`config.mk`:
```
export PLATFORM = sky130hd
export DESIGN_NAME = pipe_issue_arbiter
export DESIGN_NICKNAME = d
export VERILOG_FILES = /design/src/rtl/pipe_issue_arbiter.sv
export SDC_FILE = /design/constraint.sdc
export NUM_CORES = 1
export LEC_CHECK = 0
export ABC_AREA = 1
export BUFFER_PORTS_ARGS = -buffer_cell sky130_fd_sc_hd__buf_2
export CORE_MARGIN = 1.5
export CORE_UTILIZATION = 45
export CTS_BUF_LIST = sky130_fd_sc_hd__clkbuf_16
export DETAILED_ROUTE_END_ITERATION = 6
export GPL_TIMING_DRIVEN = 0
export PLACE_DENSITY = 0.84
export SLEW_MARGIN = 20
export SYNTH_ARGS = -nofsm -noshare
export SYNTH_HDL_FRONTEND = slang
export SYNTH_SLANG_ARGS = --single-unit
export TNS_END_PERCENT = 50
```
`constraint.sdc`:
```
create_clock -name clk -period 4 [get_ports clk]
set_input_delay 0.2 -clock clk [delete_from_list [all_inputs] [get_ports clk]]
set_output_delay 0.2 -clock clk [all_outputs]
set_load 0.03 [all_outputs]
```
`src/rtl/pipe_issue_arbiter.sv`:
```
// Two-requester issue arbiter for a fixed-latency pipeline: tags in-flight ops, routes results,
// counts flushed ops and handles drain/halt. Define PIPE_ARB_RR_EN for round-robin arbitration.
module pipe_issue_arbiter #(
    parameter int DATA_WIDTH   = 32,
    parameter int PIPE_LATENCY = 4,
    parameter int CNT_WIDTH    = 16
) (
    input  logic                  clk,
    input  logic                  rst,
    input  logic                  req0_valid,
    input  logic [DATA_WIDTH-1:0] req0_data,
    output logic                  req0_ready,
    input  logic                  req1_valid,
    input  logic [DATA_WIDTH-1:0] req1_data,
    output logic                  req1_ready,
    output logic                  pipe_valid_in,
    output logic [DATA_WIDTH-1:0] pipe_data_in,
    input  logic                  pipe_valid_out,
    input  logic [DATA_WIDTH-1:0] pipe_data_out,
    input  logic                  pipe_flush,
    output logic                  resp0_valid,
    output logic                  resp1_valid,
    output logic [DATA_WIDTH-1:0] resp_data,
    input  logic                  drain_req,
    output logic                  drain_done,
    output logic [1:0]            state,
    output logic [CNT_WIDTH-1:0]  drop_count,
    output logic                  sync_err
);
    typedef enum logic [1:0] {ST_RUN = 2'd0, ST_DRAIN = 2'd1, ST_HALT = 2'd2} state_e;
    localparam int PC_W = 4;

    function automatic logic [PC_W-1:0] popcount(input logic [PIPE_LATENCY-1:0] v);
        logic [PC_W-1:0] n;
        n = '0;
        for (int i = 0; i < PIPE_LATENCY; i++) n = n + {{(PC_W-1){1'b0}}, v[i]};
        return n;
    endfunction

    state_e                   state_q, state_d;
    logic                     drain_done_q, drain_done_d;
    logic                     pipe_valid_in_q, pipe_valid_in_d;
    logic [DATA_WIDTH-1:0]    pipe_data_in_q, pipe_data_in_d;
    logic                     issue_id_q, issue_id_d;
    logic [PIPE_LATENCY-1:0]  tag_vld_q, tag_vld_d;
    logic [PIPE_LATENCY-1:0]  tag_id_q, tag_id_d;
    logic                     resp0_valid_q, resp0_valid_d;
    logic                     resp1_valid_q, resp1_valid_d;
    logic [DATA_WIDTH-1:0]    resp_data_q, resp_data_d;
    logic [CNT_WIDTH-1:0]     drop_count_q, drop_count_d;
    logic                     sync_err_q, sync_err_d;
    logic                     grant0_s, grant1_s, accept_ok_s, hs0_s, hs1_s, empty_s;
    logic                     tail_vld_s, tail_id_s;
    logic [CNT_WIDTH+PC_W-1:0] drop_sum_s;
`ifdef PIPE_ARB_RR_EN
    logic                     prio_q, prio_d;
`endif

    // Arbitration and combinational readiness
    always_comb begin
        grant0_s = 1'b0;
        grant1_s = 1'b0;
`ifdef PIPE_ARB_RR_EN
        if (req0_valid && req1_valid) begin
            grant0_s = !prio_q;
            grant1_s = prio_q;
        end else begin
            grant0_s = req0_valid;
            grant1_s = req1_valid;
        end
`else
        grant0_s = req0_valid;
        grant1_s = req1_valid && !req0_valid;
`endif
        accept_ok_s = (state_q == ST_RUN) && !drain_req;
        req0_ready  = accept_ok_s && grant0_s;
        req1_ready  = accept_ok_s && grant1_s;
        hs0_s       = req0_valid && req0_ready;
        hs1_s       = req1_valid && req1_ready;
    end

    // Next-state for issue register, tags, responses, counters and the drain FSM
    always_comb begin
        pipe_valid_in_d = hs0_s || hs1_s;
        pipe_data_in_d  = pipe_data_in_q;
        issue_id_d      = issue_id_q;
        if (hs0_s) begin
            pipe_data_in_d = req0_data;
            issue_id_d     = 1'b0;
        end else if (hs1_s) begin
            pipe_data_in_d = req1_data;
            issue_id_d     = 1'b1;
        end else begin
            pipe_data_in_d = pipe_data_in_q;
        end
`ifdef PIPE_ARB_RR_EN
        prio_d = prio_q;
        if (hs0_s) prio_d = 1'b1;
        else if (hs1_s) prio_d = 1'b0;
        else prio_d = prio_q;
`endif
        tail_vld_s = tag_vld_q[PIPE_LATENCY-1];
        tail_id_s  = tag_id_q[PIPE_LATENCY-1];
        tag_id_d   = {tag_id_q[PIPE_LATENCY-2:0], issue_id_q};
        // A flush also discards whatever sits in the issue register this cycle
        if (pipe_flush) tag_vld_d = '0;
        else tag_vld_d = {tag_vld_q[PIPE_LATENCY-2:0], pipe_valid_in_q};

        resp0_valid_d = 1'b0;
        resp1_valid_d = 1'b0;
        resp_data_d   = resp_data_q;
        if (!pipe_flush && tail_vld_s && pipe_valid_out) begin
            resp0_valid_d = !tail_id_s;
            resp1_valid_d = tail_id_s;
            resp_data_d   = pipe_data_out;
        end else begin
            resp_data_d = resp_data_q;
        end
        sync_err_d = sync_err_q || (!pipe_flush && (tail_vld_s != pipe_valid_out));

        drop_sum_s = {{PC_W{1'b0}}, drop_count_q} + {{CNT_WIDTH{1'b0}}, popcount(tag_vld_q)};
        if (!pipe_flush) drop_count_d = drop_count_q;
        else if (|drop_sum_s[CNT_WIDTH+PC_W-1:CNT_WIDTH]) drop_count_d = '1;
        else drop_count_d = drop_sum_s[CNT_WIDTH-1:0];

        empty_s = !(|tag_vld_q) && !pipe_valid_in_q;
        case (state_q)
            ST_RUN:   state_d = drain_req ? ST_DRAIN : ST_RUN;
            ST_DRAIN: begin
                if (!drain_req) state_d = ST_RUN;
                else if (empty_s) state_d = ST_HALT;
                else state_d = ST_DRAIN;
            end
            ST_HALT:  state_d = drain_req ? ST_HALT : ST_RUN;
            default:  state_d = ST_RUN;
        endcase
        drain_done_d = (state_d == ST_HALT);
    end

    // State and registered outputs; rst aborts all in-flight tracking
    always_ff @(posedge clk or posedge rst) begin
        if (rst) begin
            state_q         <= ST_RUN;
            drain_done_q    <= 1'b0;
            pipe_valid_in_q <= 1'b0;
            pipe_data_in_q  <= '0;
            issue_id_q      <= 1'b0;
            tag_vld_q       <= '0;
            tag_id_q        <= '0;
            resp0_valid_q   <= 1'b0;
            resp1_valid_q   <= 1'b0;
            resp_data_q     <= '0;
            drop_count_q    <= '0;
            sync_err_q      <= 1'b0;
`ifdef PIPE_ARB_RR_EN
            prio_q          <= 1'b0;
`endif
        end else begin
            state_q         <= state_d;
            drain_done_q    <= drain_done_d;
            pipe_valid_in_q <= pipe_valid_in_d;
            pipe_data_in_q  <= pipe_data_in_d;
            issue_id_q      <= issue_id_d;
            tag_vld_q       <= tag_vld_d;
            tag_id_q        <= tag_id_d;
            resp0_valid_q   <= resp0_valid_d;
            resp1_valid_q   <= resp1_valid_d;
            resp_data_q     <= resp_data_d;
            drop_count_q    <= drop_count_d;
            sync_err_q      <= sync_err_d;
`ifdef PIPE_ARB_RR_EN
            prio_q          <= prio_d;
`endif
        end
    end

    assign pipe_valid_in = pipe_valid_in_q;
    assign pipe_data_in  = pipe_data_in_q;
    assign resp0_valid   = resp0_valid_q;
    assign resp1_valid   = resp1_valid_q;
    assign resp_data     = resp_data_q;
    assign drain_done    = drain_done_q;
    assign state         = state_q;
    assign drop_count    = drop_count_q;
    assign sync_err      = sync_err_q;
endmodule

```
# ---- After elaboration in Yosys (flattened, before gate mapping)
# Cells that the tools add are included.
dict set report word_totals {
  output_inout_bits 89
  word_cells 55
  reg_bits 96
  input_bits 103
}
dict set report op_classes {
  addsub 4
  reduce_logical 22
  n_eq_ne 4
  muxes 13
}
# op n
set op_table {}
lappend op_table {{2-to-1 mux 32 bit} 2}
lappend op_table {{adder 16 x 4 -> 17 bit} 1}
lappend op_table {{2-to-1 mux 16 bit} 1}
lappend op_table {{logical AND 1 bit} 10}
lappend op_table {{OR reduction 4 bit} 2}
lappend op_table {{logical NOT 1 bit} 6}
lappend op_table {{2-to-1 mux 2 bit} 3}
lappend op_table {{case mux 2 bit (3 select lines)} 1}
lappend op_table {{2-to-1 mux 1 bit} 5}
lappend op_table {{adder 3 x 1 -> 4 bit} 1}
lappend op_table {{equality test 2 bit (second input constant)} 2}
lappend op_table {{2-to-1 mux 4 bit} 1}
lappend op_table {{adder 2 x 1 -> 3 bit} 1}
lappend op_table {{adder 1 x 1 -> 2 bit} 1}
lappend op_table {{equality test 2 x 1 -> 1 bit (second input constant)} 1}
lappend op_table {{logical NOT 2 bit} 1}
lappend op_table {{logical OR 1 bit} 2}
lappend op_table {{nonzero test 2 bit} 1}
lappend op_table {{!= test 1 bit} 1}

# ---- Longest topological paths before layout
dict set report depth {
  word_depth 7
  ltp_mapped 11
}

# ---- Least setup slack after synthesis
# Ideal clock, no wire load.
dict set report synth_path {
  path_kind {register to register}
  start {register drop_count_q[0] (netlist: drop_count[0])}
  end {register drop_count_q[15] (netlist: drop_count[15])}
  required_time_ns 3.931
  period_less_slack_ns 2.436
  stages_incl_launch_ff 12
  arrival_time_ns 2.367
  path_slack_ns 1.564
  cell_sequence {dfrtp_1 -> fa_1 -> inv_1 -> fa_1 -> inv_1 -> fa_1 -> nand2_1 -> nor2_4 -> nand2_1 -> nor2_1 -> nand3_1 -> nand3_1}
}
dict set report synth_between {
  elab_chain_cells 3
}
# item line_no
set synth_lines {}
lappend synth_lines {{start: declaration} 50} ;# logic [CNT_WIDTH-1:0] drop_count_q, drop_count_d;
lappend synth_lines {{start signal: assignment} 169} ;# drop_count_q <= drop_count_d;
lappend synth_lines {{adder 16 x 4 -> 17 bit *} 121} ;# drop_sum_s = {{PC_W{1'b0}}, drop_count_q} + {{CNT_WIDTH{1'b0}}, popcount(tag_vld_q)};
lappend synth_lines {{OR reduction 4 bit} 123} ;# else if (|drop_sum_s[CNT_WIDTH+PC_W-1:CNT_WIDTH]) drop_count_d = '1;
lappend synth_lines {{2-to-1 mux 16 bit *} 123}
# Every way passes the cells marked *; elsewhere a longest branch is shown, timed or not.
# A chain may end at the register's enable or synchronous reset.

# ---- Worst setup path in the final report
# Same ends and word-level chain as after synthesis.

==> reports/metrics.yaml <==
worst_setup_path:
  critical_path.top_delay_family: "adder cells"
  regToRegStartpoint: "drop_count[0]"
  critical_path_arrival_ps: 2770
  critical-path-max-stage-delay_ps: 540
  startpoint_type: "register"
  cp_common_cell: "fa_1"
  timing.critical_path.required_ps: 4260
  crit-reg2reg-capture: "drop_count[15]"
  timing.critical_path.to_type: "register"
  crit_path_max_fanout: 6
  ff2ff_path_depth: 11
  cp_cell_sequence: "fa_1, inv_1, fa_1, inv_1, fa_1, nand2_1, nor2_4, nand2_1, nor2_1, nand3_1, nand3_1"
  cp_num_buf_inv: 2
  timing.critical_path.slowest_stage_cell: "fa_1"
  worst-setup-path-type: "register to register"
  setup_slack_on_the_worst_flop_to_flop_path_ps: 1490
finish:
  post-route-cell-area_mm2: 0.005697
  layout.nets: 724
  proportion_of_layout_cells_with_a_drive_suffix_above_1_pct: 41.80
  flow.area_growth_from_synthesis_pct: 33.36
  layout_common_cells: "buf_2, dfrtp_1, o21ai_1, nor2_1, nand3_1"
  n_antenna_cell: 0
  final_core_utilization_pct: 61.65
  layout.cells.most_common: "buf_2"
  stdcell_count: 751
placed_design:
  dp_slack_ps: 1488
  placement.cell_area_mm2: 0.005421
  placed_wire_length_estimate_after_detailed_placement_um: 8135
  routabilityCongestion: 0.7794
  place.port_buffers: 191
  dp_cells: 734
clocking:
  cts_inserted_buffers: 9
  insertion_delay_ps: 330
  cts-root-to-sink-buffers: 2
  post_cts.repair.setup_buffers: 0
  root_buffer: "clkbuf_16"
  tritoncts_num_sinks: 96
  cts_tree: "done"
  clk_transition_reported_paths_ps: 70
  cts-htree-levels: 3
pwr:
  powerDensity_mw_per_mm2: 544.0
  combinational_power_share_pct: 33.1
  cell_internal_pwr_mw: 1.929
  leakagePower_nw: 3.043
  power.switching_fraction_pct: 37.75
  peakVddDrop_mv: 0.3562
  netSwitchingPower_mw: 1.170
  clock_power_share_pct: 24.8
  share_seq_of_total_power_pct: 42.1
  p_total_mw: 3.099
route:
  vias_per_cell: 5.028
  wl_um: 10530
  ant_nets: 0
  initialDrtViolationCount: 78
  routed-via-count: 3776
  wl_per_cell_um: 14.02
  detail_route.drc_violations: 0
  detail_route.first_pass.iterations: 4
floorplan:
  coreArea_mm2: 0.009240
  die_height_um: 100.4
  floorplan.die.width_um: 100.4
  io_pins: 192
  initial_core_util_pct: 46.23
  die-area_mm2: 0.01009
  rows: 35
sta:
  worst_pin_slew_ps: 480.5
  slew_violations: 0
  report.final.setup_viol: 0
  final.setup.worst_slack_ps: 1488
  maximum_clock_skew_at_final_layout_ps: 6.761
  final_cycle_share_pct: 62.80
  final_period_minus_worst_setup_slack_ps: 2512
  max_slew_margin_pct: 67.97
  totalNegativeSetupSlack_ps: 0
  grt_setup_unrepaired: "no"
  clock.fmax_mhz: 398.1
  fin_hold_ws_ps: 81.50
  report.final.hold_viol_count: 0
synth:
  yosysTopAreaCell: "dfrtp_1"
  netlist_instances: 413
  ys.warnings.count: 0
  synth_area_mm2: 0.004272
  postSynthNetCount: 520
  yosys.area.top_type_share_pct: 56.24
  synth_top_cells_by_area: "dfrtp_1, o21ai_1, mux2_2, nand3_1, nor2_1"
  synth.lib_cells_used.distinct: 32
  postSynthAreaPerCell_um2: 10.34
  seq_area_frac_synth_pct: 56.24
  ys_seq_elements: 96
global_route:
  grt_first_pass_wirelength_um: 17040
  pin_count_of_the_biggest_net_entering_global_routing: 62
  gr-usage-all-layers_pct: 21.31
  grt_antenna_before_repair: 0
  globalRoute.totalOverflow: 0
  grt_pass1_vias: 3692
hold_path:
  holdPathStages: 2
  launch_instance_of_the_worst_min_delay_path: "pipe_data_out[11]"
  end_of_the_worst_hold_path: "resp_data[11]"
  holdCritPathClass: "input pin to register"
outcome:
  run_status: "finished, final reports clean"
flow_run:
  max_cap_viol_count: 0
==> flip-flops by register name (all words and copies together) (netlist names) <==
signal and cells:
pipe_data_in 32, resp_data 32, drop_count 16, tag_id_q 4, tag_vld_q 4, state 2, drain_done 1, issue_id_q 1
pipe_valid_in 1, resp0_valid 1, resp1_valid 1, sync_err 1
==> layout make-up <==
cell class	count	area, um^2
plain buffers	21	160.2
clock buffers	9	225.2
clock inverters	7	40.04
fillers	797	3543
inverters	24	95.09
multi-input cells	272	1619
flip-flops and latches	96	2402
well taps	129	161.4
repair buffers	193	993.5
==> power by group through the flow <==
stage | Sequential [mW] | Combinational, mW | Clock [mW]
finish | 1.31 | 1.03 | 0.767
detailed placement | 1.32 | 1.04 | 0
global placement | 1.31 | 1.01 | 0
global route | 1.33 | 1.11 | 0.823
CTS | 1.31 | 1.04 | 0.789
floorplan | 1.69 | 0.306 | 0
==> per-layer routing <==
layer,track usage [%],vias up,part of all wire (%)
li1,-,1800,-
met1,24.59,1792,39
met2,38.41,164,51
met3,5.501,20,7.1
met4,7.151,0,2.1
met5,0,-,0
==> what timing repair did <==
action,in CTS,in global routing
hold buffers,1,0
resized for setup,0,0
endpoints found under the hold margin,35,0
==> worst max-delay path by stage <==
stage	slack, ps	start	end	cells after the start
final	1490	drop_count[0]	drop_count[15]	11
after detailed placement	1490	drop_count[0]	drop_count[15]	11
after global placement	260	rst	tag_vld_q[1]	2
after global routing	1290	drop_count[0]	drop_count[15]	11
after floorplan	1290	rst	drain_done	1
after CTS	1470	drop_count[0]	drop_count[15]	11
==> synthesized netlist by cell type <==
master and n:
o21ai_0 10, nand3_4 2, nor2_1 50, inv_1 22, nand2_1 38, nor2_4 3, mux2_1 7, a21oi_1 2
ha_1 1, dfrtp_1 96, inv_2 2, buf_2 5, xor2_1 4, or2_1 1, mux2_2 25, nand3b_1 3
buf_1 3, nand2_4 2, buf_6 8, buf_4 4, o211ai_1 1, xnor2_1 2, nand4_2 1, clkbuf_1 1
fa_1 3, nand4_1 4, nor3_1 2, a21boi_0 1, o21bai_1 2, nand3_1 48, o21ai_1 59, nand3_2 1
==> logic make-up after synthesis <==
logic type | count (synthesis) | share of synthesized area (%)
buf+inv | 45 | 5.858
fa+ha+maj | 4 | 1.699
simple gates | 155 | 17.52
compound gates | 75 | 9.022
mux | 32 | 8.436
xor+xnor | 6 | 1.230
flops | 96 | 56.24
==> worst reg2reg max path, cell delays in order, from the launching register on <==
cell and delay (ps):
dfrtp_1 430, fa_1 540, inv_1 50, fa_1 350
inv_1 90, fa_1 190, nand2_1 100, nor2_4 200
nand2_1 120, nor2_1 150, nand3_1 120, nand3_1 110
(Power assumes the default switching activity.)
